===== src/rtl/mem_ctlr_arbiter_if.sv =====
`default_nettype none
// ============================================================================
//  Module   : mem_ctlr_arbiter_if
//  Purpose  : Bundles the cache-side, memory-side and status signals of the
//             icache/dcache memory-port arbiter.
//  Revision : 1.0  initial release
// ============================================================================
interface mem_ctlr_arbiter_if #(
  parameter int XLEN = 32
);
  // dcache request
  logic [1:0]      dcache2ctlr_command;
  logic [XLEN-1:0] dcache2ctlr_addr;
  logic [63:0]     dcache2ctlr_data;
  // icache request
  logic [1:0]      icache2ctlr_command;
  logic [XLEN-1:0] icache2ctlr_addr;
  // memory request
  logic [1:0]      proc2mem_command;
  logic [XLEN-1:0] proc2mem_addr;
  logic [63:0]     proc2mem_data;
  // memory return
  logic [3:0]      mem2proc_response;
  logic [63:0]     mem2proc_data;
  logic [3:0]      mem2proc_tag;
  // per-cache copies of the memory return
  logic [3:0]      Ctlr2dcache_response;
  logic [63:0]     Ctlr2dcache_data;
  logic [3:0]      Ctlr2dcache_tag;
  logic [3:0]      Ctlr2icache_response;
  logic [63:0]     Ctlr2icache_data;
  logic [3:0]      Ctlr2icache_tag;
  // status
  logic [3:0]      outstanding_cnt;
  logic            tag_error;

  // Arbiter view: consumes cache requests and memory returns, produces the rest.
  modport slave (
    input  dcache2ctlr_command, dcache2ctlr_addr, dcache2ctlr_data,
    input  icache2ctlr_command, icache2ctlr_addr,
    input  mem2proc_response, mem2proc_data, mem2proc_tag,
    output proc2mem_command, proc2mem_addr, proc2mem_data,
    output Ctlr2dcache_response, Ctlr2dcache_data, Ctlr2dcache_tag,
    output Ctlr2icache_response, Ctlr2icache_data, Ctlr2icache_tag,
    output outstanding_cnt, tag_error
  );

  // Environment view: caches plus memory model driving the arbiter.
  modport master (
    output dcache2ctlr_command, dcache2ctlr_addr, dcache2ctlr_data,
    output icache2ctlr_command, icache2ctlr_addr,
    output mem2proc_response, mem2proc_data, mem2proc_tag,
    input  proc2mem_command, proc2mem_addr, proc2mem_data,
    input  Ctlr2dcache_response, Ctlr2dcache_data, Ctlr2dcache_tag,
    input  Ctlr2icache_response, Ctlr2icache_data, Ctlr2icache_tag,
    input  outstanding_cnt, tag_error
  );
endinterface
`default_nettype wire


===== src/rtl/mem_ctlr_arbiter.sv =====
`default_nettype none
// ============================================================================
//  Module   : mem_ctlr_arbiter
//  Purpose  : Shares one memory port between icache and dcache. Grants at most
//             one request per cycle (dcache priority with icache anti-starvation),
//             tracks the owner of each outstanding load tag and steers load
//             completions back to that owner.
//  Revision : 1.0  initial release
// ============================================================================
module mem_ctlr_arbiter #(
  parameter int STARVE_LIMIT = 4
) (
  input  logic              clock,
  input  logic              reset,
  mem_ctlr_arbiter_if.slave bus
);

  localparam logic [1:0] c_BUS_NONE     = 2'd0;
  localparam logic [1:0] c_BUS_LOAD     = 2'd1;
  localparam logic [3:0] c_STARVE_LIMIT = 4'(STARVE_LIMIT);
  localparam logic [3:0] c_STARVE_MAX   = 4'd15;
  localparam logic       c_OWNER_DC     = 1'b0;
  localparam logic       c_OWNER_IC     = 1'b1;

  logic        w_dc_valid;
  logic        w_ic_valid;
  logic        w_grant_dc;
  logic        w_grant_ic;
  logic [1:0]  w_grant_cmd;
  logic        w_alloc;
  logic        w_cpl_valid;
  logic        w_cpl_hit;
  logic [3:0]  w_starve_nxt;
  logic [15:0] w_tag_valid_nxt;
  logic [15:0] w_tag_owner_nxt;
  logic [3:0]  w_outstanding_nxt;

  logic [3:0]  r_starve_cnt;
  logic [15:0] r_tag_valid;
  logic [15:0] r_tag_owner;
  logic [3:0]  r_outstanding;
  logic        r_tag_error;

  // An icache store is not a legal request and is ignored.
  assign w_dc_valid  = (bus.dcache2ctlr_command != c_BUS_NONE);
  assign w_ic_valid  = (bus.icache2ctlr_command == c_BUS_LOAD);
  assign w_cpl_valid = (bus.mem2proc_tag != 4'd0);
  // Lookup uses the table as it stood before this cycle's allocation.
  assign w_cpl_hit   = w_cpl_valid && r_tag_valid[bus.mem2proc_tag];

  // Grant: dcache wins contention unless icache has lost STARVE_LIMIT times in a row.
  always_comb begin
    w_grant_dc = 1'b0;
    w_grant_ic = 1'b0;
    if (!reset) begin
      if (w_dc_valid && w_ic_valid) begin
        if (r_starve_cnt >= c_STARVE_LIMIT) w_grant_ic = 1'b1;
        else                                w_grant_dc = 1'b1;
      end else if (w_dc_valid) begin
        w_grant_dc = 1'b1;
      end else if (w_ic_valid) begin
        w_grant_ic = 1'b1;
      end
    end
  end

  // Drive the memory port from the winner and steer the acceptance tag back to it.
  always_comb begin
    w_grant_cmd              = c_BUS_NONE;
    bus.proc2mem_command     = c_BUS_NONE;
    bus.proc2mem_addr        = '0;
    bus.proc2mem_data        = '0;
    bus.Ctlr2dcache_response = '0;
    bus.Ctlr2icache_response = '0;
    if (w_grant_dc) begin
      w_grant_cmd              = bus.dcache2ctlr_command;
      bus.proc2mem_command     = bus.dcache2ctlr_command;
      bus.proc2mem_addr        = bus.dcache2ctlr_addr;
      bus.proc2mem_data        = bus.dcache2ctlr_data;
      bus.Ctlr2dcache_response = bus.mem2proc_response;
    end else if (w_grant_ic) begin
      w_grant_cmd              = bus.icache2ctlr_command;
      bus.proc2mem_command     = bus.icache2ctlr_command;
      bus.proc2mem_addr        = bus.icache2ctlr_addr;
      bus.Ctlr2icache_response = bus.mem2proc_response;
    end
  end

  // Only accepted loads create an outstanding tag; stores complete silently.
  assign w_alloc = (w_grant_cmd == c_BUS_LOAD) && (bus.mem2proc_response != 4'd0);

  // Forward a completion to the owner recorded for its tag; unknown tags go nowhere.
  always_comb begin
    bus.Ctlr2dcache_tag  = '0;
    bus.Ctlr2dcache_data = '0;
    bus.Ctlr2icache_tag  = '0;
    bus.Ctlr2icache_data = '0;
    if (w_cpl_hit && !reset) begin
      if (r_tag_owner[bus.mem2proc_tag] == c_OWNER_IC) begin
        bus.Ctlr2icache_tag  = bus.mem2proc_tag;
        bus.Ctlr2icache_data = bus.mem2proc_data;
      end else begin
        bus.Ctlr2dcache_tag  = bus.mem2proc_tag;
        bus.Ctlr2dcache_data = bus.mem2proc_data;
      end
    end
  end

  // Next owner table: retire the completing tag first so a same-tag allocation wins.
  always_comb begin
    w_tag_valid_nxt   = r_tag_valid;
    w_tag_owner_nxt   = r_tag_owner;
    w_outstanding_nxt = 4'd0;
    if (w_cpl_hit) begin
      w_tag_valid_nxt[bus.mem2proc_tag] = 1'b0;
    end
    if (w_alloc) begin
      w_tag_valid_nxt[bus.mem2proc_response] = 1'b1;
      w_tag_owner_nxt[bus.mem2proc_response] = w_grant_ic ? c_OWNER_IC : c_OWNER_DC;
    end
    w_tag_valid_nxt[0] = 1'b0;
    for (int i = 1; i < 16; i++) begin
      w_outstanding_nxt = w_outstanding_nxt + {3'b000, w_tag_valid_nxt[i]};
    end
  end

  // Count consecutive cycles a waiting icache request loses to dcache.
  always_comb begin
    w_starve_nxt = 4'd0;
    if (w_ic_valid && w_grant_dc) begin
      w_starve_nxt = (r_starve_cnt == c_STARVE_MAX) ? c_STARVE_MAX : r_starve_cnt + 4'd1;
    end
  end

  // State update; reset forgets every in-flight tag.
  always_ff @(posedge clock) begin
    if (reset) begin
      r_tag_valid   <= '0;
      r_tag_owner   <= '0;
      r_starve_cnt  <= '0;
      r_outstanding <= '0;
      r_tag_error   <= 1'b0;
    end else begin
      r_tag_valid   <= w_tag_valid_nxt;
      r_tag_owner   <= w_tag_owner_nxt;
      r_starve_cnt  <= w_starve_nxt;
      r_outstanding <= w_outstanding_nxt;
      if (w_cpl_valid && !w_cpl_hit) begin
        r_tag_error <= 1'b1;
      end
    end
  end

  assign bus.outstanding_cnt = r_outstanding;
  assign bus.tag_error       = r_tag_error;

endmodule
`default_nettype wire


===== src/flat_wrapper.sv =====
// flat-port wrapper written by rule: the top's interface ports become plain ports
module mem_ctlr_arbiter_flat 
#(
  parameter int STARVE_LIMIT = 4
)
  (clock, reset, bus_dcache2ctlr_command, bus_dcache2ctlr_addr, bus_dcache2ctlr_data, bus_icache2ctlr_command, bus_icache2ctlr_addr, bus_mem2proc_response, bus_mem2proc_data, bus_mem2proc_tag, bus_proc2mem_command, bus_proc2mem_addr, bus_proc2mem_data, bus_Ctlr2dcache_response, bus_Ctlr2dcache_data, bus_Ctlr2dcache_tag, bus_Ctlr2icache_response, bus_Ctlr2icache_data, bus_Ctlr2icache_tag, bus_outstanding_cnt, bus_tag_error);
  mem_ctlr_arbiter_if bus_i ();
  input  logic clock;
  input  logic reset;
  input wire logic [$bits(bus_i.dcache2ctlr_command)-1:0] bus_dcache2ctlr_command;
  input wire logic [$bits(bus_i.dcache2ctlr_addr)-1:0] bus_dcache2ctlr_addr;
  input wire logic [$bits(bus_i.dcache2ctlr_data)-1:0] bus_dcache2ctlr_data;
  input wire logic [$bits(bus_i.icache2ctlr_command)-1:0] bus_icache2ctlr_command;
  input wire logic [$bits(bus_i.icache2ctlr_addr)-1:0] bus_icache2ctlr_addr;
  input wire logic [$bits(bus_i.mem2proc_response)-1:0] bus_mem2proc_response;
  input wire logic [$bits(bus_i.mem2proc_data)-1:0] bus_mem2proc_data;
  input wire logic [$bits(bus_i.mem2proc_tag)-1:0] bus_mem2proc_tag;
  output wire logic [$bits(bus_i.proc2mem_command)-1:0] bus_proc2mem_command;
  output wire logic [$bits(bus_i.proc2mem_addr)-1:0] bus_proc2mem_addr;
  output wire logic [$bits(bus_i.proc2mem_data)-1:0] bus_proc2mem_data;
  output wire logic [$bits(bus_i.Ctlr2dcache_response)-1:0] bus_Ctlr2dcache_response;
  output wire logic [$bits(bus_i.Ctlr2dcache_data)-1:0] bus_Ctlr2dcache_data;
  output wire logic [$bits(bus_i.Ctlr2dcache_tag)-1:0] bus_Ctlr2dcache_tag;
  output wire logic [$bits(bus_i.Ctlr2icache_response)-1:0] bus_Ctlr2icache_response;
  output wire logic [$bits(bus_i.Ctlr2icache_data)-1:0] bus_Ctlr2icache_data;
  output wire logic [$bits(bus_i.Ctlr2icache_tag)-1:0] bus_Ctlr2icache_tag;
  output wire logic [$bits(bus_i.outstanding_cnt)-1:0] bus_outstanding_cnt;
  output wire logic [$bits(bus_i.tag_error)-1:0] bus_tag_error;
  assign bus_i.dcache2ctlr_command = bus_dcache2ctlr_command;
  assign bus_i.dcache2ctlr_addr = bus_dcache2ctlr_addr;
  assign bus_i.dcache2ctlr_data = bus_dcache2ctlr_data;
  assign bus_i.icache2ctlr_command = bus_icache2ctlr_command;
  assign bus_i.icache2ctlr_addr = bus_icache2ctlr_addr;
  assign bus_i.mem2proc_response = bus_mem2proc_response;
  assign bus_i.mem2proc_data = bus_mem2proc_data;
  assign bus_i.mem2proc_tag = bus_mem2proc_tag;
  assign bus_proc2mem_command = bus_i.proc2mem_command;
  assign bus_proc2mem_addr = bus_i.proc2mem_addr;
  assign bus_proc2mem_data = bus_i.proc2mem_data;
  assign bus_Ctlr2dcache_response = bus_i.Ctlr2dcache_response;
  assign bus_Ctlr2dcache_data = bus_i.Ctlr2dcache_data;
  assign bus_Ctlr2dcache_tag = bus_i.Ctlr2dcache_tag;
  assign bus_Ctlr2icache_response = bus_i.Ctlr2icache_response;
  assign bus_Ctlr2icache_data = bus_i.Ctlr2icache_data;
  assign bus_Ctlr2icache_tag = bus_i.Ctlr2icache_tag;
  assign bus_outstanding_cnt = bus_i.outstanding_cnt;
  assign bus_tag_error = bus_i.tag_error;
  mem_ctlr_arbiter #(.STARVE_LIMIT(STARVE_LIMIT)) u_core (.clock(clock), .reset(reset), .bus(bus_i));
endmodule

===== config.mk =====
export PLATFORM = sky130hd
export DESIGN_NAME = mem_ctlr_arbiter_flat
export DESIGN_NICKNAME = d
export VERILOG_FILES = /design/src/rtl/mem_ctlr_arbiter_if.sv /design/src/rtl/mem_ctlr_arbiter.sv /design/src/flat_wrapper.sv
export SDC_FILE = /design/constraint.sdc
export NUM_CORES = 1
export LEC_CHECK = 0
export ABC_AREA = 0
export CORE_AREA = 2 2 174 176
export DETAILED_ROUTE_END_ITERATION = 8
export DIE_AREA = 0 0 176 178
export GPL_ROUTABILITY_DRIVEN = 0
export PLACE_DENSITY_LB_ADDON = 0.05
export SYNTH_ARGS = -nofsm -noshare
export SYNTH_HDL_FRONTEND = slang
export SYNTH_SLANG_ARGS = --single-unit

===== constraint.sdc =====
create_clock -name clock -period 11.7 [get_ports clock]
set_clock_uncertainty 0.2 [all_clocks]
set_input_delay 2.34 -clock clock [delete_from_list [all_inputs] [get_ports clock]]
set_output_delay 2.34 -clock clock [all_outputs]
set_load 0.05 [all_outputs]

### Word level (Yosys, flattened, before mapping)

Index checks and enable logic that the tools add are counted.
Widths: inputs -> output; s select.

| word-level totals | value |
|---|---|
| bits of input ports | 206 |
| output and inout port bits | 247 |
| bits in registers | 41 |
| word-level logic and storage cells | 85 |

| cells by class | value |
|---|---|
| bitwise logic cells | 4 |
| magnitude comparators | 5 |
| eq/ne operators | 3 |
| reductions and logical operators | 14 |
| muxes and demuxes | 38 |
| add/sub/neg operators | 15 |

Operators by type and width:

| cell | count |
|---|---|
| $mux 64 | 5 |
| $mux 32 | 2 |
| $add 4x1->4 | 13 |
| $mux 16 | 2 |
| $mux 4 | 8 |
| $and 16x16->16 | 1 |
| $bwmux 16 | 1 |
| $not 16->16 | 1 |
| $or 16x16->16 | 1 |
| $mux 1 | 14 |
| $lt 4x5->1 const B | 2 |
| $bmux 1 s4 | 2 |
| $demux 1 s4 | 2 |
| $ge 4x1->1 const B | 2 |
| $logic_and 1x1->1 | 8 |
| $reduce_bool 4->1 | 2 |
| $add 4x1->4 const B | 1 |
| $eq 2x1->1 const B | 2 |
| $eq 4x4->1 const B | 1 |
| $ge 4x3->1 const B | 1 |
| $mux 2 | 2 |
| $add 1x1->2 | 1 |
| $logic_not 1->1 | 2 |
| $reduce_bool 2->1 | 1 |
| 2 further kinds | 2 |

### Depth between registers and ports, before layout

| depth | value |
|---|---|
| depth after elaboration | 24 |
| mapped depth | 18 |
| depth with buffers taken out | 16 |

### Worst setup path after synthesis

OpenSTA, ideal clock, no wires.

| path | value |
|---|---|
| path type | input-to-reg |
| start point | input port bus_icache2ctlr_command[1] |
| end point | register u_core.r_outstanding[3], in the netlist u_core.bus.outstanding_cnt[3] |
| cell stages on the path | 17 |
| required time | 11.372 ns |
| slack | 4.967 ns |
| arrival time | 6.405 ns |
| path buffers | 1 |
| setup time | 0.128 ns |
| cell sequence | nand2b_1 > o211a_1 > clkbuf_1 > o211ai_1 > nand2_1 > ha_1 > fa_1 > inv_1 > fa_1 > fa_1 > fa_1 > inv_1 > ha_1 > a21o_1 > a21oi_1 > xor2_1 > nor2_1 |

| between the ends | value |
|---|---|
| word-level cells in the longest chain between the ends | 24 |
| elaborated cells on any way between the ends | 27 |
| classes of those cells | 14 x add/sub; 2 x eq/ne; 9 x mux; 2 x reduce/logical |

RTL lines:

| element | RTL line | text |
|---|---|---|
| start: declaration | flat_wrapper.sv:13 | `input wire logic [$bits(bus_i.icache2ctlr_command)-1:0] bus_icache2ctlr_command;` |
| $eq 2x1->1 | mem_ctlr_arbiter.sv:46 | `assign w_ic_valid = (bus.icache2ctlr_command == c_BUS_LOAD);` |
| $mux 1 | mem_ctlr_arbiter.sv:61 | `end else if (w_ic_valid) begin` |
| $mux 1 | mem_ctlr_arbiter.sv:59 | `end else if (w_dc_valid) begin` |
| $mux 1 | mem_ctlr_arbiter.sv:56 | `if (w_dc_valid && w_ic_valid) begin` |
| $mux 1 | mem_ctlr_arbiter.sv:55 | `if (!reset) begin` |
| $mux 2 | mem_ctlr_arbiter.sv:81 | `end else if (w_grant_ic) begin` |
| $mux 2 (*) | mem_ctlr_arbiter.sv:75 | `if (w_grant_dc) begin` |
| $eq 2x1->1 (*) | mem_ctlr_arbiter.sv:90 | `assign w_alloc = (w_grant_cmd == c_BUS_LOAD) && (bus.mem2proc_response != 4'd0);` |
| $logic_and 1x1->1 (*) | mem_ctlr_arbiter.sv:90 |  |
| $mux 16 (*) | mem_ctlr_arbiter.sv:117 | `if (w_alloc) begin` |
| via u_core.w_tag_valid_nxt[2] | mem_ctlr_arbiter.sv:34 | `logic [15:0] w_tag_valid_nxt;` |
| $add 1x1->2 (*) | mem_ctlr_arbiter.sv:123 | `w_outstanding_nxt = w_outstanding_nxt + {3'b000, w_tag_valid_nxt[i]};` |
| $add 4x1->4 (*) (13 in a row) | mem_ctlr_arbiter.sv:123 |  |
| end signal: assignment | mem_ctlr_arbiter.sv:147 | `r_outstanding <= w_outstanding_nxt;` |
| end: declaration | mem_ctlr_arbiter.sv:41 | `logic [3:0] r_outstanding;` |

Mark *: on every way through the listed nets, which the timed path passes. The rest lies on a longest branch.
A chain may end at the register's enable or synchronous reset.

### Worst setup path in the final report

| path | value |
|---|---|
| start point | input port bus_mem2proc_tag[0] |
| end point | output port bus_Ctlr2dcache_data[20] |

| between the ends | value |
|---|---|
| word-level cells in the longest chain between the ends | 5 |
| elaborated cells on any way between the ends | 9 |
| classes of those cells | 6 x mux; 3 x reduce/logical |

RTL lines:

| element | RTL line | text |
|---|---|---|
| start: declaration | flat_wrapper.sv:17 | `input wire logic [$bits(bus_i.mem2proc_tag)-1:0] bus_mem2proc_tag;` |
| $bmux 1 s4 | mem_ctlr_arbiter.sv:49 | `assign w_cpl_hit = w_cpl_valid && r_tag_valid[bus.mem2proc_tag];` |
| $mux 1 (not written as such) | mem_ctlr_arbiter.sv:49 |  |
| $logic_and 1x1->1 | mem_ctlr_arbiter.sv:49 |  |
| $logic_and 1x1->1 | mem_ctlr_arbiter.sv:98 | `if (w_cpl_hit && !reset) begin` |
| $mux 64 (*) | mem_ctlr_arbiter.sv:98 |  |
| end: declaration | flat_wrapper.sv:22 | `output wire logic [$bits(bus_i.Ctlr2dcache_data)-1:0] bus_Ctlr2dcache_data;` |

Every way passes the cells marked *; elsewhere a longest branch is shown, timed or not. The select of a mux whose other input is x is not followed.

==> metrics <==
outcome complete, no violations; Post-synth EDFFs 0; initial core utilization 0.1426; final non-filler cell area 9071 um2; H-tree depth 2; GRT busiest layer met2; period utilization 0.7594; max-slew violations 0; io pins 453; ys flop type dfxtp_1; worst skew pair latency 0.29 ns; Residual DRC 0; cts hold-fix bufs 0; CTS Buffer Depth 2; die height 178 um; Synth async-reset ratio 0; Vias/cell 4.148; CTS Buf Count 5; antenna violations before repair 3; setup TNS 0 ns; Worst-Margin Slew 1.083 ns; Area after DPL 8929 um2; Fin. Hold Viols 0; grt ovf 0; Core Util, Final 0.3085; largest net degree at the start of global routing 79; CTS tree built; Setup CP Type in -> out; Synth top area share 0.2015; initial drt markers 219; Total GRT Usage 0.1495; vias in the first global route between 5000 and 6000; YS warnings 0; area grow syn2layout 116.4%; crit path capture type primary output; drt wl/cell approximately 19 um; Hold WC Path Type reg -> reg; met3 usage 0.05072; Pwr Density 66.52 nW/um2; First-pass DRT Iterations 4; Seq/Total Area, Yosys 0.1910; leakage power 3.794 nW; RSZ-0062 raised after global routing no; Seq cells post-synth 40; dpl hpwl 20790 um; Cells after Synth about 560; first-pass GRT wire length 35560 um; max_cap viols 0; final setup fails 0; aggregate routed wire length 25430 um; core box area 29400 um2; M1 GR Usage 0.1507; Avg Inst Size Synth 7.539 um2; clock-pin slew on the worst setup and hold paths 0.06 ns; CP Max Fanout 68; Final min period roughly 8.9 ns; Die X-Extent 176 um; Routed Antenna Nets 0; CP required 9.16 ns; Worst IR Drop VDD 0.00004179 V; Max transition margin 0.2777; CTS Root Cell clkbuf_16; total number of vias between 5000 and 6000; Clock Sinks 40; number of gates resized after CTS 0; FP Rows 63; share of layout cells above drive strength 1 0.03427; fmax 112.6 MHz; Synth area leader and3_1; Netlist cell types just over 50; Post-CTS Setup Inserts 0; Die ar. roughly 31000 um2; startpoint types input port; met2 usage 0.2928; Net Count, Synth 778; Port Buffer Count approximately 450; synth top area cells and3_1, dfxtp_1, and2_1, a22o_1, fa_1; Cell Area, Synth 4192 um2; fin nets roughly 1200; Critical Path AT 6.34 ns
cell families (layout without fill, tap and decap cells):
logic type | Yosys count | in the layout | share of synthesized area
XOR/XNOR | 2 | 2 | 0.004180
buffers and inverters | 73 | 480 | 0.09343
multiplexers | 11 | 11 | 0.03970
other | 1 | 3 | 0.0008947
flip-flops | 40 | 40 | 0.1910
adder cells (fa/ha/maj) | 16 | 16 | 0.06388
AND/OR/NAND/NOR | 317 | 317 | 0.4352
AO/OA/AOI/OAI | 96 | 96 | 0.1716
worst max-delay path, cell delays in order:
cell and delay, ns:
clkdlybuf4s50_1 1.04, mux4_2 0.60, nand3_1 0.15, and4_2 0.99, and3_1 0.33, clkdlybuf4s50_1 0.83
per-layer routing:
layer / up-vias / part of all wire
met5: - / 0.00028
met4: 2 / 0.020
met3: 21 / 0.092
met2: 260 / 0.53
met1: 2552 / 0.35
li1: 2785 / -
synth_stat cells (all sizes together) (6+ instances only):
library cell / n
and3: 135
and2: 68
dfxtp: 40
nand2: 35
a22o: 32
buf: 30
clkbuf: 29
nor2: 28
a21oi: 26
nand3: 20
inv: 14
o211ai: 10
fa: 9
ha: 7
nor2b: 7
o21ai: 6
placed cells by master (no fill, tap or decap), types with 3 or more instances in the layout:
cell / Yosys / layout
inv_1: 14 / 14
clkdlybuf4s50_1: 0 / 451
a21oi_1: 26 / 26
nor3_1: 4 / 3
fa_1: 9 / 9
a22o_1: 32 / 32
and2_1: 68 / 68
dfxtp_1: 40 / 40
buf_4: 3 / 7
nand2_1: 35 / 35
mux4_2: 4 / 4
or2_2: 3 / 3
ha_1: 7 / 7
o21ai_0: 6 / 6
clkbuf_16: 0 / 5
and3_1: 135 / 135
nand2b_1: 5 / 5
nor2b_1: 6 / 6
nor2_1: 28 / 28
mux2i_1: 5 / 5
nand3_1: 19 / 19
o211ai_1: 10 / 10
a22oi_1: 3 / 3
or3_1: 4 / 4
a2bb2oi_1: 5 / 5
sequential cells by signal, summed over array words and instances (netlist names):
name                        count
u_core.r_tag_owner             16
u_core.r_tag_valid             15
u_core.bus.outstanding_cnt      4
u_core.r_starve_cnt             4
u_core.bus.tag_error            1
metrics by stage:
| step | std cells | hold WS (ns) | power, mW | setup slack (ns) |
|---|---|---|---|---|
| finish | 1355 | 0.2437 | 0.6034 | 2.815 |
| global placement | 1346 | 0.2262 | 0.4758 | 2.723 |
| global route | 1353 | 0.2659 | 0.6314 | 2.562 |
| CTS | 1353 | 0.2395 | 0.6135 | 2.729 |
| detailed placement | 1346 | 0.2324 | 0.4735 | 2.725 |
| floorplan | 556 | 0.2111 | 0.3221 | 4.967 |
cell type report:
| cell class | count | area, um2 |
|---|---|---|
| repair buffers | 459 | 4572 |
| flip-flops and latches | 40 | 800.8 |
| clock inverters | 2 | 12.51 |
| fillers | 3163 | 20330 |
| diodes | 2 | 5.005 |
| multi-input cells | 443 | 3015 |
| inverters | 14 | 52.55 |
| well taps | 390 | 488.0 |
| clock buffers | 5 | 125.1 |
where the power goes:
part | switching, mW | total [mW] | internal, mW
Clock | 0.0584 | 0.136 | 0.0775
Sequential | 0.000993 | 0.139 | 0.138
Combinational | 0.190 | 0.328 | 0.138
Total | 0.249 | 0.603 | 0.354
worst paths after layout:
check | startpoint | endpoint | slack [ns] | depth (start not counted)
hold / removal | u_core.r_starve_cnt[0] | u_core.r_starve_cnt[0] | 0.24 | 1
setup reg to reg | u_core.r_starve_cnt[3] | u_core.bus.outstanding_cnt[3] | 6.37 | 16
setup / recovery | bus_mem2proc_tag[0] | bus_Ctlr2dcache_data[20] | 2.82 | 6
hold reg to reg | u_core.r_starve_cnt[0] | u_core.r_starve_cnt[0] | 0.24 | 1
No activity file was read; power rests on OpenSTA's default activity.
